**src/rtl/logisim_tick_generator_pkg.sv**
```systemverilog
`default_nettype none
// ============================================================================
//  Module      : logisim_tick_generator_pkg
//  Description : Shared state encoding for the tick generator FSM.
//  Contents    : tick_state_e  - IDLE / RUN / STEP
//  Revision    : 1.0 - initial release
// ============================================================================
package logisim_tick_generator_pkg;

    typedef enum logic [1:0] {
        ST_IDLE = 2'd0,
        ST_RUN  = 2'd1,
        ST_STEP = 2'd2
    } tick_state_e;

endpackage : logisim_tick_generator_pkg
`default_nettype wire

```
**src/rtl/logisim_tick_generator_tick_prescaler.sv**
```systemverilog
`default_nettype none
// ============================================================================
//  Module      : logisim_tick_generator_tick_prescaler
//  Description : Prescaler counter with a loadable divisor register and a
//                ">=" terminal compare.
//  Ports       : clock       - system clock, rising edge
//                resetN      - asynchronous active-low reset
//                i_clear     - zero the prescaler at this edge
//                i_count_en  - advance the prescaler at this edge
//                i_load      - capture i_divisor into the divisor register
//                i_divisor   - new divisor value
//                o_terminal  - prescaler has reached (or passed) the divisor
//  Revision    : 1.0 - initial release
// ============================================================================
module logisim_tick_generator_tick_prescaler #(
    parameter int                     counterBits    = 16,
    parameter logic [counterBits-1:0] defaultDivisor = '0
) (
    input  logic                   clock,
    input  logic                   resetN,
    input  logic                   i_clear,
    input  logic                   i_count_en,
    input  logic                   i_load,
    input  logic [counterBits-1:0] i_divisor,
    output logic                   o_terminal
);

    localparam logic [counterBits-1:0] c_one = counterBits'(1);

    logic [counterBits-1:0] prescaler_q, prescaler_d;
    logic [counterBits-1:0] div_reg_q,   div_reg_d;

    // ">=" rather than "==" so a divisor lowered mid-count terminates at the
    // next edge instead of wrapping through the whole counter range. The
    // compare always sees the old divisor during a load edge.
    assign o_terminal = (prescaler_q >= div_reg_q);

    always_comb begin
        prescaler_d = prescaler_q;
        div_reg_d   = div_reg_q;
        // The FSM only advances while not terminal, so prescaler_q < div_reg_q
        // here and the increment can never overflow.
        if (i_clear) begin
            prescaler_d = '0;
        end else if (i_count_en) begin
            prescaler_d = prescaler_q + c_one;
        end
        if (i_load) begin
            div_reg_d = i_divisor;
        end
    end

    always_ff @(posedge clock or negedge resetN) begin
        if (!resetN) begin
            prescaler_q <= '0;
            div_reg_q   <= defaultDivisor;
        end else begin
            prescaler_q <= prescaler_d;
            div_reg_q   <= div_reg_d;
        end
    end

endmodule : logisim_tick_generator_tick_prescaler
`default_nettype wire

```
**src/rtl/logisim_tick_generator.sv**
```systemverilog
`default_nettype none
// ============================================================================
//  Module      : logisim_tick_generator
//  Description : Programmable tick strobe source with free-run, single-step
//                and stopped modes, plus a debug tick counter.
//  Ports       : clock          - system clock, rising edge
//                resetN         - asynchronous active-low reset
//                run            - level, 1 = free-running ticks
//                step           - rising edge requests one prescaled tick
//                divisor        - new divisor (period = divisor+1 clocks)
//                divisorLoad    - capture divisor at this edge
//                tickCountClear - zero tickCount at this edge
//                tick           - registered one-cycle strobe
//                tickCount      - ticks issued, wraps
//                running        - FSM is in RUN
//  Revision    : 1.0 - initial release
// ============================================================================
module logisim_tick_generator
    import logisim_tick_generator_pkg::*;
#(
    parameter int                     counterBits    = 16,
    parameter int                     countBits      = 16,
    parameter logic [counterBits-1:0] defaultDivisor = '0
) (
    input  logic                   clock,
    input  logic                   resetN,
    input  logic                   run,
    input  logic                   step,
    input  logic [counterBits-1:0] divisor,
    input  logic                   divisorLoad,
    input  logic                   tickCountClear,
    output logic                   tick,
    output logic [countBits-1:0]   tickCount,
    output logic                   running
);

    localparam logic [countBits-1:0] c_count_one = countBits'(1);

    tick_state_e            state_q,      state_d;
    logic                   tick_q,       tick_d;
    logic [countBits-1:0]   tick_count_q, tick_count_d;
    logic                   running_q,    running_d;
    logic                   step_prev_q,  step_prev_d;

    logic w_step_edge;
    logic w_terminal;
    logic w_presc_clear;
    logic w_presc_inc;

    assign w_step_edge = step & ~step_prev_q;

    logisim_tick_generator_tick_prescaler #(
        .counterBits    (counterBits),
        .defaultDivisor (defaultDivisor)
    ) u_tick_prescaler (
        .clock      (clock),
        .resetN     (resetN),
        .i_clear    (w_presc_clear),
        .i_count_en (w_presc_inc),
        .i_load     (divisorLoad),
        .i_divisor  (divisor),
        .o_terminal (w_terminal)
    );

    always_comb begin
        state_d       = state_q;
        tick_d        = 1'b0;
        w_presc_clear = 1'b0;
        w_presc_inc   = 1'b0;

        unique case (state_q)
            ST_IDLE: begin
                // run wins; a coincident step edge is dropped
                if (run) begin
                    state_d       = ST_RUN;
                    w_presc_clear = 1'b1;
                end else if (w_step_edge) begin
                    state_d       = ST_STEP;
                    w_presc_clear = 1'b1;
                end
            end
            ST_RUN: begin
                if (!run) begin
                    // partial count is abandoned
                    state_d       = ST_IDLE;
                    w_presc_clear = 1'b1;
                end else if (w_terminal) begin
                    tick_d        = 1'b1;
                    w_presc_clear = 1'b1;
                end else begin
                    w_presc_inc   = 1'b1;
                end
            end
            ST_STEP: begin
                // switching to RUN keeps the count already accumulated
                if (run) begin
                    state_d = ST_RUN;
                end
                if (w_terminal) begin
                    tick_d        = 1'b1;
                    w_presc_clear = 1'b1;
                    if (!run) begin
                        state_d = ST_IDLE;
                    end
                end else begin
                    w_presc_inc   = 1'b1;
                end
            end
            default: begin
                state_d       = ST_IDLE;
                w_presc_clear = 1'b1;
            end
        endcase

        // clear beats a coincident tick
        if (tickCountClear) begin
            tick_count_d = '0;
        end else if (tick_d) begin
            tick_count_d = tick_count_q + c_count_one;
        end else begin
            tick_count_d = tick_count_q;
        end

        running_d   = (state_d == ST_RUN);
        step_prev_d = step;
    end

    always_ff @(posedge clock or negedge resetN) begin
        if (!resetN) begin
            state_q      <= ST_IDLE;
            tick_q       <= 1'b0;
            tick_count_q <= '0;
            running_q    <= 1'b0;
            step_prev_q  <= 1'b0;
        end else begin
            state_q      <= state_d;
            tick_q       <= tick_d;
            tick_count_q <= tick_count_d;
            running_q    <= running_d;
            step_prev_q  <= step_prev_d;
        end
    end

    assign tick      = tick_q;
    assign tickCount = tick_count_q;
    assign running   = running_q;

endmodule : logisim_tick_generator
`default_nettype wire

```
**config.mk**
```make
export PLATFORM = sky130hd
export DESIGN_NAME = logisim_tick_generator
export DESIGN_NICKNAME = d
export VERILOG_FILES = /design/src/rtl/logisim_tick_generator_pkg.sv /design/src/rtl/logisim_tick_generator_tick_prescaler.sv /design/src/rtl/logisim_tick_generator.sv
export SDC_FILE = /design/constraint.sdc
export NUM_CORES = 1
export LEC_CHECK = 0
export ABC_AREA = 1
export BUFFER_PORTS_ARGS = -buffer_cell sky130_fd_sc_hd__buf_2
export CORE_AREA = 2 2 84 86
export CTS_CLUSTER_SIZE = 40
export DETAILED_ROUTE_END_ITERATION = 16
export DIE_AREA = 0 0 86 88
export PLACE_DENSITY = 0.85
export SLEW_MARGIN = 20
export SYNTH_ARGS = -nofsm -noshare
export SYNTH_HDL_FRONTEND = slang
export SYNTH_SLANG_ARGS = --single-unit
```
**constraint.sdc**
```tcl
create_clock -name clock -period 1.8 [get_ports clock]
set_clock_uncertainty 0.2 [all_clocks]
set_input_delay 0.18 -clock clock [delete_from_list [all_inputs] [get_ports clock]]
set_output_delay 0.18 -clock clock [all_outputs]
set_load 0.01 [all_outputs]
```
# Word level (Yosys, flattened, before mapping)
# Cells that the tools add are included.
# totals
register_bits	53
latchBits	0
ram_bits	0
rom_bits	0
input_bits	22
out_inout_bits	18
mem_count	0
# classes
addsub	2
multipliers	0
div_mod_pow	0
magnitude_cmp	1
eq_ne	3
n_shift	0
n_mux	21
bitwise_logic	2
reduce_logical	3
# op_table
op	n
two-way mux 16 bit	4
adder 16 x 1 -> 16 bit, second input constant	2
>= comparator 16 bit	1
two-way mux 2 bit	6
two-way mux 1 bit	7
one-hot mux 2 bit (3 select lines)	1
== test 2 x 1 -> 1 bit, second input constant	2
one-hot mux 1 bit (2 select lines)	2
nonzero test 2 bit	2
one-hot mux 1 bit (3 select lines)	1
== test 2 bit, second input constant	1
zero test 2 bit	1
AND 1 bit	1
NOT 1 bit	1

# Depth between registers and ports, before layout
# logic_depth
word_depth	6
mapped_depth	17

# Modules after synthesis
# From an unflattened synthesis, not the netlist that was laid out.
# unflattened
hier_cells	422
area_unflattened_um2	3219.3
# modules_own_cells
mod	instances	cells_each	area_each_um2	seq_area_each_um2
logisim_tick_generator_tick_prescaler	1	246	1899.3	800.8
logisim_tick_generator	1	176	1320.0	525.5

# Least setup slack after synthesis
# No wires, ideal clock.
# synth_path
kind	flip-flop to flip-flop
from	register u_tick_prescaler.prescaler_q[13]
to	register u_tick_prescaler.prescaler_q[6]
arrival_time_ns	1.664
required_time_ns	1.481
setup_slack_ns	-0.183
path_stages_with_launch	11
n_path_buf	1
synth_period_minus_slack_ns	1.983
path_cell_list	dfrtp_1 -> ha_1 -> a21oi_1 -> o21ai_2 -> nor2_8 -> nand3_4 -> buf_6 -> nor2_8 -> nand3_1 -> nand2_1 -> nor2_1
# synth_via
elab_chain_cells	5
elab_cells_between_ends	9
classes_between	order compare: 1; mux: 7; reduce/logical: 1
# synth_rtl
item	line_no	source
start: declaration	logisim_tick_generator_tick_prescaler.sv:30	logic [counterBits-1:0] prescaler_q, prescaler_d;
start signal: assignment	logisim_tick_generator_tick_prescaler.sv:58	prescaler_q <= prescaler_d;
>= comparator 16 bit (*)	logisim_tick_generator_tick_prescaler.sv:36	assign o_terminal = (prescaler_q >= div_reg_q);
two-way mux 1 bit	logisim_tick_generator.sv:87, logisim_tick_generator.sv:99	
two-way mux 1 bit	logisim_tick_generator.sv:83	if (!run) begin
one-hot mux 1 bit (3 select lines) / one-hot mux 1 bit (2 select lines) (equally long branches)	logisim_tick_generator.sv:71	unique case (state_q)
two-way mux 16 bit / nonzero test 2 bit (equally long branches)	--	
# Mark *: on every way between the ends. The rest lies on a longest branch, timed or not.
# A chain may end at the register's enable or synchronous reset.

# Worst setup path after layout
# layout_path
from	register u_tick_prescaler.div_reg_q[6]
to	register u_tick_prescaler.prescaler_q[7]
# layout_via
elab_chain_cells	5
elab_cells_between_ends	9
classes_between	order compare: 1; mux: 7; reduce/logical: 1
# layout_rtl
item	line_no	source
start: declaration	logisim_tick_generator_tick_prescaler.sv:31	logic [counterBits-1:0] div_reg_q, div_reg_d;
start signal: assignment	logisim_tick_generator_tick_prescaler.sv:56	div_reg_q <= defaultDivisor;
start signal: assignment	logisim_tick_generator_tick_prescaler.sv:59	div_reg_q <= div_reg_d;
>= comparator 16 bit (*)	logisim_tick_generator_tick_prescaler.sv:36	
two-way mux 1 bit	logisim_tick_generator.sv:87, logisim_tick_generator.sv:99	
two-way mux 1 bit	logisim_tick_generator.sv:83	
one-hot mux 1 bit (3 select lines) / one-hot mux 1 bit (2 select lines) (equally long branches)	logisim_tick_generator.sv:71	
two-way mux 16 bit / nonzero test 2 bit (equally long branches)	--	
# Marks and branches as above.

==> results.txt <==
The run finished, with violations left. The final reports fail on negative setup slack. Across all layers, the routed design uses 3408 vias. The congestion estimate from routability-driven global placement came to 1.043.

Synthesis produced 427 cells. For the post-route standard cell area excluding fillers, the log shows 4679 µm². The clock network accounts for 23.1% of the total power. For this block, the initial DRC count from the detailed router was 203. The tools report the number of hold-slack violations in the final timing report as 0.

The run gives 1326 µm² as the combined flip-flop and latch cell area. No sink is reached through more buffers than the 2 on the longest clock path. Once detail routing completed, the nets flagged for antenna violations numbered 0.

The worst hold path belongs to the class in2reg. The die covers 7568 µm². Dividing the final minimum period by the clock period gives 123.7%.

The tools report the clock root buffer master as clkbuf_8. For this run, the top clock speed supported by timing is 449.1 MHz. The clock reaches the later pin of the worst-skew pair after 0.32 ns.

The number of synthesized flops with an enable pin is 0. The ratio of total power to cell area is 695.8 nW/µm². The logs give 1.193 mW for the net load switching power and 5 for the number of buffers added by the clock tree synthesis step. Summed over all layers, the routed wires come to 9.773 mm.

The worst hold path passes through 2 cells. Category of the most critical setup path: reg2reg. The worst hold path begins at tickCountClear. Setup total negative slack on the finished layout was measured at -12.76 ns. The remaining design rule violation count is 0, and the minimum period implied by the final worst setup slack is 2.227 ns. The number of rows in the core area is 30.

The top cell type's share of synthesized area was 38.64%; the net count reported at finish was 580. The run gives 0 as the number of antenna violations at the first check in global routing. The first global-routing pass estimated 15.17 mm of wire. The final count of negative-setup-slack endpoints is 36, and the number of sinks on the clock net is 53. The power consumption was 3.256 mW.

Overall overflow remaining after global route: 0. Setup repair after global routing could not meet its margin everywhere. The total area inside the core boundary comes to 6644 µm². Relative to the synthesized area, the layout overhead comes to 36.35%. Including well taps, the total number of placed cells is 585. The run gives 2092 µm² as the area of the multi-input gates.

Headroom to the max-slew limit came out at 64.91%. The floorplan die width is 86 µm, and the number of max-capacitance violations reported is 0. Among all flip-flop cells after synthesis, the most frequent one is dfrtp_1.

The slew at the pin with the worst max-slew slack is 0.5263 ns, and the worst IR drop on VDD is 0.6915 mV. For this run, the number of Yosys warnings is 0. Of the total power, the share spent switching nets is 36.64%. The layout cell share with drive strength beyond 1 is 33.89%, and the total of fill cells in the finished design is 476. The number of library cell types mapped by synthesis came out at 36. The tools report the number of global-route vias before repair as 3463.

The cell depth of the worst flop-to-flop path is 14. For this run, asynchronously set or reset flops after synthesis account for 100.0%. The global router's overall resource usage came out at 25.49%. The analysis attributes to cell leakage a power of 2.300 nW.

Excluding fillers, the count of instances in the completed layout stands at 617. The average instance in the mapped netlist occupies 8.038 µm². By area the synthesized netlist is led by dfrtp_1 (39%), nand2_1 (11%), ha_1 (8.0%). Synthesis produced a netlist with a net count of 471. Combinational cells account for 36.7% of the total power. STA puts the critical path data required time at 1.85 ns.

The worst setup path is captured at a flip-flop. The total internal power is 2.063 mW, and the routed wire length per instance is 15.84 µm. Kind of start point of the critical path: a flip-flop. At the worst endpoint, the arrival time is 2.28 ns. The number of buffer cells added on primary ports is 39, and the mapped cell area is 3432 µm². After synthesis, flip-flops and latches occupy 38.64% of the total area. For the setup slack after layout, the log shows -0.4267 ns. For this run, the share of the core covered by cells in the final layout is 70.43%.

The H-tree was split into 2 levels. The cell taking the most area after synthesis was dfrtp_1. TritonCTS built the clock tree. Once the floorplan was initialized, standard cells occupied 51.66% of the core. Dividing the detail-routed via count by the number of cells gives 5.524. The largest fanout on the critical path was 5. The path with the worst hold slack has its endpoint at tickCount[11]$_DFFE_PN0P_. The run gives 0 as the final count of pins violating max slew.

Detailed placement ended at an HPWL of 6.322 mm. Summing all placed instances gives a cell area of 4051 µm². The final antenna diode count came out at 0. The die height was 88 µm. Sequential cells account for 40.2% of the total power. The count of state elements after synthesis works out to 53.

The worst register-to-register path has a setup slack of -0.43 ns. Timing analysis after detailed placement gives a worst setup slack of -0.4240 ns. In this run the count of I/O pins placed on the die edge is 40.

The run gives 5 as the iteration count of the initial detailed-routing pass. Endpoint of the worst-slack reg-to-reg timing path: u_tick_prescaler.prescaler_q[7]$_DFFE_PN0P_. The largest net degree at the start of global routing was 34; the CTS clock-pin slew for the worst setup and hold paths was 0.11 ns.

The tools report the worst hold slack as 0.01988 ns. The source of the worst register-to-register timing path was u_tick_prescaler.div_reg_q[6]$_DFFE_PN0P_.
routing by layer:
metal  GRT usage [%]  up-vias  routed length, µm
met5               0        -                  0
met4           9.957        0                372
met3           4.147       43                525
met2           49.47      159               5266
met1           27.47     1602               3608
li1                -     1604                  -
power by group through the flow:
stage | Clock (mW) | Combinational, mW | Sequential [mW]
5_1_grt | 0.799 | 1.30 | 1.31
3_3_place_gp | 0 | 0.926 | 1.32
4_1_cts | 0.760 | 1.09 | 1.30
2_1_floorplan | 0 | 0.629 | 1.33
3_5_place_dp | 0 | 0.971 | 1.32
6_report | 0.754 | 1.19 | 1.31
cells by family (layout without fill, tap and decap cells):
| family | count (synthesis) | count (layout) | share of synthesized area (%) |
|---|---|---|---|
| AOI/OAI and AO/OA | 55 | 57 | 10.90 |
| and+or+nand+nor | 210 | 210 | 29.97 |
| adders and majority gates | 22 | 22 | 8.020 |
| xor gates and xnor gates | 13 | 13 | 3.318 |
| DFF | 53 | 53 | 38.64 |
| muxes | 1 | 1 | 0.3281 |
| buffers and inverters | 73 | 181 | 8.822 |
registers in the layout, indices dropped and copies added (netlist names):
| register | count |
|---|---|
| tickCount | 16 |
| u_tick_prescaler.div_reg_q | 16 |
| u_tick_prescaler.prescaler_q | 16 |
| state_q | 2 |
| running | 1 |
| step_prev_q | 1 |
| tick | 1 |
cells in the mapped netlist, types with 5 or more instances:
library cell / number
a21oi_1: 14
dfrtp_1: 53
ha_1: 22
inv_1: 60
nand2_1: 103
nand2_4: 5
nand3_1: 23
nand4_1: 18
nor2_1: 38
nor3_1: 6
o21ai_0: 20
o21ai_1: 5
o31ai_2: 7
xor2_1: 13
worst max path at each step:
stage,from,endpoint,slack [ns],cells after the start
after floorplan,u_tick_prescaler.prescaler_q[5]$_DFFE_PN0P_,u_tick_prescaler.prescaler_q[6]$_DFFE_PN0P_,-0.18,14
after detailed placement,u_tick_prescaler.prescaler_q[15]$_DFFE_PN0P_,tickCount[2]$_DFFE_PN0P_,-0.42,8
after CTS,u_tick_prescaler.prescaler_q[6]$_DFFE_PN0P_,u_tick_prescaler.prescaler_q[7]$_DFFE_PN0P_,-0.34,13
after global routing,u_tick_prescaler.div_reg_q[6]$_DFFE_PN0P_,u_tick_prescaler.prescaler_q[6]$_DFFE_PN0P_,-0.52,15
final,u_tick_prescaler.div_reg_q[6]$_DFFE_PN0P_,u_tick_prescaler.prescaler_q[7]$_DFFE_PN0P_,-0.43,14
after global placement,u_tick_prescaler.prescaler_q[15]$_DFFE_PN0P_,tickCount[2]$_DFFE_PN0P_,-0.38,8
critical path: stages, from the launching register on:
cell	delay (ns)
dfrtp_1	0.39
inv_2	0.08
ha_4	0.21
nand2_2	0.07
inv_2	0.04
nand2_1	0.05
nand2_1	0.05
nor2_1	0.16
nand2_2	0.10
nand2_4	0.13
nand3_4	0.16
buf_6	0.19
o21ai_2	0.14
nand2_1	0.08
nor2_1	0.12
cells in the final DEF, fill, tap and decap left out, types with 7 or more instances in the layout:
cell / instances
ha_1: 11
inv_2: 14
nor2_1: 35
nand3_1: 17
buf_6: 8
dfrtp_1: 53
buf_2: 39
nand2_2: 7
o21ai_0: 17
a21oi_1: 10
buf_4: 40
inv_1: 47
nand2_1: 97
ha_4: 11
nand4_1: 18
o31ai_2: 7
dlygate4sd3_1: 19
xor2_1: 12
final cells by class:
cell class              instances  area share, %
flip-flops and latches         53          28.34
repair buffers                107          17.01
clock buffers                   6          1.765
well taps                      80          2.139
clock inverters                 2         0.3743
inverters                      66          5.668
multi-input cells             303          44.71
timing repair:
item,CTS,global route
pin swaps,16,16
hold buffers,19,0
setup buffers,3,1
setup endpoints to repair,36,36
cloned,2,0
resized for setup,14,53
endpoints found under the hold margin,37,0
No activity file was read; power rests on OpenSTA's default activity.
